**src/rtl/cache_mem_arbiter_pkg.sv**
```systemverilog
// cache_mem_arbiter_pkg
//   Shared types for the cache/memory arbiter: FSM state encoding and the
//   1-bit requester identifier used by the round-robin picker and the top.
package cache_mem_arbiter_pkg;

    typedef enum logic [1:0] {
        ARB_IDLE  = 2'd0,
        ARB_BURST = 2'd1,
        ARB_DONE  = 2'd2
    } arb_state_t;

    typedef enum logic {
        GRANT_I = 1'b0,
        GRANT_D = 1'b1
    } grant_t;

endpackage

```
**src/rtl/cache_mem_arbiter_arb_rr2.sv**
```systemverilog
// arb_rr2
//   Combinational 2-requester round-robin picker.
//   Ports:
//     req[1:0]   in   pending requests, bit 0 = I-cache, bit 1 = D-cache
//     last       in   requester granted most recently
//     gnt_valid  out  at least one request pending
//     gnt_id     out  requester to grant
module arb_rr2
    import cache_mem_arbiter_pkg::*;
(
    input  logic [1:0] req,
    input  grant_t     last,
    output logic       gnt_valid,
    output grant_t     gnt_id
);

    always_comb begin
        gnt_valid = |req;
        gnt_id    = GRANT_I;
        if (req == 2'b11) begin
            gnt_id = (last == GRANT_I) ? GRANT_D : GRANT_I;
        end else if (req[1]) begin
            gnt_id = GRANT_D;
        end
    end

endmodule

```
**src/rtl/cache_mem_arbiter.sv**
```systemverilog
// cache_mem_arbiter
//   Shares one word-wide memory port between I-cache line refills and
//   D-cache line refills/writebacks. Each grant runs a WORDS-beat burst;
//   read beats are assembled into per-requester line buffers.
//   Ports:
//     clk, reset               clock, async active-high reset
//     ic_req/ic_addr           I-cache line read request (level)
//     ic_ack/ic_rline          one-cycle ack, assembled I line
//     dc_req/dc_we/dc_addr     D-cache request, 1 = writeback
//     dc_wline                 writeback line, beat 0 in LSBs
//     dc_ack/dc_rline          one-cycle ack, assembled D read line
//     mem_req/mem_we/mem_addr  beat request to memory, held until mem_ready
//     mem_wdata                write beat data
//     mem_ready/mem_rdata      beat completion and read data
//     gen_stall                pipeline freeze while a miss is outstanding
module cache_mem_arbiter
    import cache_mem_arbiter_pkg::*;
#(
    parameter int ADDR_W = 32,
    parameter int DATA_W = 32,
    parameter int WORDS  = 4
) (
    input  logic                      clk,
    input  logic                      reset,
    input  logic                      ic_req,
    input  logic [ADDR_W-1:0]         ic_addr,
    output logic                      ic_ack,
    output logic [WORDS*DATA_W-1:0]   ic_rline,
    input  logic                      dc_req,
    input  logic                      dc_we,
    input  logic [ADDR_W-1:0]         dc_addr,
    input  logic [WORDS*DATA_W-1:0]   dc_wline,
    output logic                      dc_ack,
    output logic [WORDS*DATA_W-1:0]   dc_rline,
    output logic                      mem_req,
    output logic                      mem_we,
    output logic [ADDR_W-1:0]         mem_addr,
    output logic [DATA_W-1:0]         mem_wdata,
    input  logic                      mem_ready,
    input  logic [DATA_W-1:0]         mem_rdata,
    output logic                      gen_stall
);

    localparam int BEAT_W = $clog2(WORDS);
    localparam int BYTE_W = $clog2(DATA_W / 8);
    localparam int OFF_W  = BEAT_W + BYTE_W;

    arb_state_t              state, state_nxt;
    logic [BEAT_W-1:0]       beat;
    grant_t                  gnt;
    grant_t                  last_grant;
    logic [ADDR_W-OFF_W-1:0] line_addr;
    logic                    we;
    logic                    arb_valid;
    grant_t                  arb_id;
    logic                    unused_offsets;

    assign unused_offsets = ^{ic_addr[OFF_W-1:0], dc_addr[OFF_W-1:0]};

    // The ack is registered, so it is seen in the IDLE cycle after DONE; the
    // requester being acked still holds req then and is masked out here.
    arb_rr2 u_rr (
        .req       ({dc_req & ~dc_ack, ic_req & ~ic_ack}),
        .last      (last_grant),
        .gnt_valid (arb_valid),
        .gnt_id    (arb_id)
    );

    always_comb begin
        state_nxt = state;
        mem_req   = 1'b0;
        mem_we    = 1'b0;
        mem_wdata = '0;
        mem_addr  = {line_addr, beat, {BYTE_W{1'b0}}};
        gen_stall = (ic_req & ~ic_ack) | (dc_req & ~dc_ack);
        case (state)
            ARB_IDLE: begin
                if (arb_valid) state_nxt = ARB_BURST;
            end
            ARB_BURST: begin
                mem_req = 1'b1;
                mem_we  = we;
                if (we) mem_wdata = dc_wline[int'(beat)*DATA_W +: DATA_W];
                if (mem_ready && beat == BEAT_W'(WORDS - 1)) state_nxt = ARB_DONE;
            end
            ARB_DONE: state_nxt = ARB_IDLE;
            default:  state_nxt = ARB_IDLE;
        endcase
    end

    always_ff @(posedge clk or posedge reset) begin
        if (reset) begin
            state      <= ARB_IDLE;
            beat       <= '0;
            gnt        <= GRANT_I;
            last_grant <= GRANT_I;
            line_addr  <= '0;
            we         <= 1'b0;
            ic_ack     <= 1'b0;
            dc_ack     <= 1'b0;
            ic_rline   <= '0;
            dc_rline   <= '0;
        end else begin
            state  <= state_nxt;
            ic_ack <= 1'b0;
            dc_ack <= 1'b0;
            case (state)
                ARB_IDLE: begin
                    if (arb_valid) begin
                        gnt       <= arb_id;
                        beat      <= '0;
                        line_addr <= (arb_id == GRANT_D) ? dc_addr[ADDR_W-1:OFF_W]
                                                         : ic_addr[ADDR_W-1:OFF_W];
                        we        <= (arb_id == GRANT_D) & dc_we;
                    end
                end
                ARB_BURST: begin
                    if (mem_ready) begin
                        if (!we) begin
                            if (gnt == GRANT_D) dc_rline[int'(beat)*DATA_W +: DATA_W] <= mem_rdata;
                            else                ic_rline[int'(beat)*DATA_W +: DATA_W] <= mem_rdata;
                        end
                        beat <= beat + 1'b1;
                    end
                end
                ARB_DONE: begin
                    if (gnt == GRANT_D) dc_ack <= 1'b1;
                    else                ic_ack <= 1'b1;
                    last_grant <= gnt;
                end
                default: ;
            endcase
        end
    end

endmodule

```
**config.mk**
```make
export PLATFORM = sky130hd
export DESIGN_NAME = cache_mem_arbiter
export DESIGN_NICKNAME = d
export VERILOG_FILES = /design/src/rtl/cache_mem_arbiter_pkg.sv /design/src/rtl/cache_mem_arbiter_arb_rr2.sv /design/src/rtl/cache_mem_arbiter.sv
export SDC_FILE = /design/constraint.sdc
export NUM_CORES = 1
export LEC_CHECK = 0
export ABC_AREA = 1
export CELL_PAD_IN_SITES_DETAIL_PLACEMENT = 0
export CELL_PAD_IN_SITES_GLOBAL_PLACEMENT = 1
export CORE_AREA = 2 2 165 328
export DETAILED_ROUTE_END_ITERATION = 6
export DIE_AREA = 0 0 167 330
export PLACE_DENSITY = 0.82
export REMOVE_ABC_BUFFERS = 1
export SYNTH_ARGS = -nofsm -noshare
export SYNTH_HDL_FRONTEND = slang
export SYNTH_SLANG_ARGS = --single-unit
```
**constraint.sdc**
```tcl
create_clock -name clk -period 15.4 [get_ports clk]
set_input_delay 3.85 -clock clk [delete_from_list [all_inputs] [get_ports clk]]
set_output_delay 3.85 -clock clk [all_outputs]
set_load 0.02 [all_outputs]
```
### Word level (Yosys, flattened, before mapping)

Index checks and enable logic that the tools add are counted.

* bits in latches: 0
* memory bits (read-only): 0
* bits in writable memories: 0
* logic and storage cells: 59
* register bits after elaboration: 293
* input bits: 230
* memories kept: 0

* multiplexer cells: 20
* bitwise operators: 8
* $add $sub $neg: 2
* div/mod/pow operators: 0
* shift-type cells: 3
* multiply operators: 0
* reduce and logical (&&, ||, !) cells: 9
* order comparisons: 0
* equality and inequality tests: 7

Operators with widths (number)
* 128-bit bitwise mux: 2
* 32-bit by 33-bit variable shift with 128-bit output (first input constant): 1
* 128-bit by 8-bit indexed part select with 32-bit output: 1
* 32-bit by 33-bit indexed part select with 128-bit output: 1
* 32-bit two-way mux: 2
* 7-bit negator with 33-bit output: 1
* 28-bit two-way mux: 1
* 1-bit two-way mux: 9
* 2-bit two-way mux: 4
* 2-bit case mux with 2 select lines: 2
* 4-bit AND reduction: 2
* 2-bit equality test (second input constant): 3
* 2-bit inequality test (second input constant): 3
* 1-bit NOT: 4
* 2-bit AND reduction: 2
* 1-bit AND: 3
* 3-bit AND reduction: 1
* 2-bit by 1-bit adder with 2-bit output (second input constant): 1
* 2-bit by 1-bit equality test with 1-bit output (second input constant): 1
* 2-bit zero test: 1
* 2-bit nonzero test: 1
* 2-bit OR reduction: 1
* 1-bit logical AND: 1
* 1-bit bitwise OR: 1

### Longest topological paths before layout

* depth in word-level cells: 5
* mapped depth: 13
* gate-level depth less buffers: 8

### Cells and area by module

Synthesis repeated with hierarchy kept, for this count alone.

* cells, all modules: 1982
* area, all modules: 14441.4 um^2

Modules (own cells, without submodules)
* cache_mem_arbiter: instances 1, area an instance 14426.3 um^2, cells each 1979
* arb_rr2: instances 1, area an instance 15.0 um^2, cells each 3

### Worst setup path after synthesis

No wires, ideal clock.

* kind: input -> output
* from: input port dc_wline[10]
* to: output port mem_wdata[10]
* required time: 11.550 ns
* slack: 7.157 ns
* stages: 4
* data arrival time: 4.393 ns
* path buffers: 0
* cell sequence: nor2_1 > nor2_1 > o21ai_0 > a21oi_1

* word-level cells in the longest chain between the ends: 3

RTL lines
* start: declaration: line cache_mem_arbiter.sv:32 `input logic [WORDS*DATA_W-1:0] dc_wline,`
* 128-bit by 8-bit indexed part select with 32-bit output: line cache_mem_arbiter.sv:83 `if (we) mem_wdata = dc_wline[int'(beat)*DATA_W +: DATA_W];`
* 32-bit two-way mux: line cache_mem_arbiter.sv:83
* 32-bit two-way mux: line cache_mem_arbiter.sv:76 `case (state)`
* end: declaration: line cache_mem_arbiter.sv:38 `output logic [DATA_W-1:0] mem_wdata,`

Every way passes these cells.

### Final worst setup path

* from: input port dc_wline[82]
* to: output port mem_wdata[18]

The elaborated chain is that of the path after synthesis.

==> impl_metrics.csv <==
group,metric,value,unit
clock_network,clockBufferDepth,3,
worst_setup_path,crit_slowest_cell,"clkdlybuf4s50_1",
detailed_routing,drt_iter0_markers,987,
detailed_routing,drc,0,
place,dpl.hpwl,43710,um
yosys,synth_area,0.01402,sq mm
pwr,power.total,3894,uW
grt,antenna_found_initial,1,
clock_network,tritoncts,"yes",
detailed_routing,dr_total_vias,14400,
sta,maxSlewViolCount,0,
sta,timing.final.crit_period,9473,ps
grt,overflow,0,
place,place_congestion,0.8570,
die,rows,119,
grt,grt_pass1_vias,14250,
layout,synthToLayoutAreaGrowth,48.31,%
die,io_pins,555,
yosys,yosys.area_share.simple,36.77,%
clock_network,postCtsHoldBufs,0,
worst_setup_path,reg2reg_depth,9,
detailed_routing,wl,60800,um
detailed_routing,wl_met1,22150,um
place,detailedPlace.worstSlack,5922,ps
worst_setup_path,cpPeakStageDelay,680,ps
clock_network,h-tree-depth,1,
sta,timing.final.crit_share,61.51,%
worst_setup_path,critical_path_depth,6,
worst_setup_path,path_buf_inv,2,
clock_network,numClockSinks,293,
worst_setup_path,crit_fanout,1,
die,dieArea,0.05511,sq mm
worst_setup_path,crit_end,"mem_wdata[18]",
grt,grt_max_degree,117,
sta,layout_setup_ws,5927,ps
detailed_routing,detail-route-antenna-nets,0,
sta,finalSetupViolCount,0,
detailed_routing,dr_wl_met3,3616,um
clock_network,ctsResizeCount,0,
yosys,ys_warn_count,0,
worst_setup_path,worstPathRequired,11550,ps
detailed_routing,route.met2.wl,31590,um
detailed_routing,wl_per_cell,19.76,um
sta,finClkSkew,23.07,ps
yosys,ys_ff_latch,293,
worst_setup_path,cp_top_family,"buffers and inverters",
layout,ff_latch_area,0.007336,sq mm
pwr,p_per_area,187.3,mW/mm^2
worst_setup_path,reg2reg_from,"beat[1]$_DFFE_PP0P_",
sta,hold_viol,0,
sta,max-slew-margin-rel,18.75,%
pwr,max-vdd-ir-drop,0.1102,mV
worst_setup_path,rr_endpoint,"ic_rline[30]$_DFFE_PP0P_",
die,start_util,26.68,%
layout,fill_cells,5460,
status,outcome,"complete, no violations",
worst_setup_path,crit_chain,"clkdlybuf4s50_1 -> nor2_1 -> nor2_1 -> o21ai_0 -> a21oi_1 -> clkdlybuf4s50_1",
die,dieWidth,167,um
clock_network,cts-root-buf,"clkbuf_16",
grt,grt_pass1_wl,88940,um
layout,multi_input_area,0.005753,sq mm
worst_setup_path,ff2ff_setup_slack,11400,ps
worst_setup_path,cp-end-kind,"primary output",
yosys,synthAdderAreaFrac,0.4462,%
place,portBuffers,544,
yosys,avgSynthCellArea,7.325,sq um
sta,worst_pin_slew,1211,ps
layout,final_cells,3077,
detailed_routing,first_pass_iters,5,
yosys,syn_inst,1914,
yosys,seq_area_frac_synth,52.29,%
yosys,synth-compound-area-share,3.641,%
clock_network,clk_pin_slew,70,ps
clock_network,clk_latency,590,ps
worst_setup_path,arrival,5620,ps
die,coreArea,0.05256,sq mm
sta,setup_tns,0,ps
place,dp_cells,3027,
layout,drive_gt1_share,3.648,%
die,die_h,330,um
yosys,synth_top_family_by_area,"simple AND/OR/NAND/NOR gates",
yosys,ys_types,22,
worst_setup_path,crit_start,"dc_wline[82]",
layout,final_nets,2626,
layout,diodes,0,
yosys,muxShareOfSynthArea,0,%
worst_hold_path,hold_class,"flop to flop",
sta,timing.fmax,0.1056,GHz
layout,fin_util,39.56,%
yosys,synth_xor_area_share,0,%
detailed_routing,via_per_inst,4.679,
pwr,p_leak,0.01022,uW
detailed_routing,top_layer_used,"met5",
clock_network,postCtsSetupRepairBufs,0,
worst_setup_path,crit_type,"primary input to primary output",
worst_setup_path,start_kind,"primary input",
grt,grt_use_total,21.28,%
clock_network,cts_inserted_buffers,27,
run,drv_cap,0,
sta,rsz0062_at_grt,"false",
cell type report:
| class | instances | share of cell area, % |
|---|---|---|
| Timing Repair Buffer | 572 | 27.20 |
| Sequential cell | 293 | 35.28 |
| Clock inverter | 8 | 0.4693 |
| Tap cell | 665 | 4.001 |
| Inverter | 83 | 1.534 |
| Multi-Input combinational cell | 1414 | 27.67 |
| Clock buffer | 42 | 3.857 |
cells in the mapped netlist, drive strengths merged:
cell	instances	area share, %
conb	1	0.027
nand4	3	0.13
clkbuf	40	1.1
nor2	273	7.5
inv	82	2.2
ha	5	0.45
nor3	2	0.15
nand3	158	5.7
clkinv	1	0.027
buf	85	3.5
o21ai	70	2.5
nand2	869	23
dfrtp	293	52
a21oi	32	1.1
cell families (layout without fill, tap and decap cells):
family	Yosys count	after routing
AOI/OAI and AO/OA	102	102
adders and majority gates	5	5
buffers and inverters	208	705
DFF	293	293
other	1	2
and+or+nand+nor	1305	1305
where the power goes:
group          switching [uW]  internal [uW]  total, uW  leakage [uW]
logic                    1270            749       2010       0.00579
clock network             315            379        694      0.000439
registers                 167           1020       1190       0.00400
total                    1750           2150       3890        0.0102
layer usage:
layer,GRT usage (%),up-vias
li1,-,6834
met1,23.31,6830
met2,39.08,615
met3,3.463,116
met4,11.45,2
met5,0,-
how the worst min path moves through the flow:
stage / start / end / slack [ps] / cells past startpoint
CTS: ic_rline[54]$_DFFE_PP0P_ / ic_rline[54]$_DFFE_PP0P_ / 470 / 2
detailed placement: dc_rline[57]$_DFFE_PP0P_ / dc_rline[57]$_DFFE_PP0P_ / 460 / 2
global placement: dc_rline[16]$_DFFE_PP0P_ / dc_rline[16]$_DFFE_PP0P_ / 450 / 2
global route: dc_rline[115]$_DFFE_PP0P_ / dc_rline[115]$_DFFE_PP0P_ / 490 / 2
finish: dc_rline[87]$_DFFE_PP0P_ / dc_rline[87]$_DFFE_PP0P_ / 470 / 2
floorplan: gnt$_DFFE_PP0P_ / ic_ack$_DFF_PP0_ / 450 / 1
cells in the final DEF (no fill, tap or decap), drive strengths merged:
master	instances
bufinv	1
dfrtp	293
a21oi	32
buf	28
o21ai	70
clkdlybuf4s50	544
clkinv	6
ha	5
inv	83
conb	2
clkinvlp	1
nand2	869
nor2	273
nand4	3
nor3	2
clkbuf	42
nand3	158
sequential cells by signal, summed over array words and instances (netlist names):
name	count
ic_ack	1
beat	2
we	1
line_addr	28
dc_ack	1
gnt	1
state	2
last_grant	1
dc_rline	128
ic_rline	128
tightest hold or removal path, delay by kind of cell (launching register included):
| kind | cells | cell delay, ps |
|---|---|---|
| AND/OR/NAND/NOR | 2 | 100 |
| flip-flops | 1 | 340 |
through the flow:
step / hold slack, ps / area [sq um]
2_1_floorplan: 446.6 / 13380
3_3_place_gp: 454.8 / 19900
3_5_place_dp: 458.7 / 19900
4_1_cts: 474.7 / 20790
5_1_grt: 490.0 / 20790
6_report: 470.6 / 20790
(Power assumes the default switching activity.)
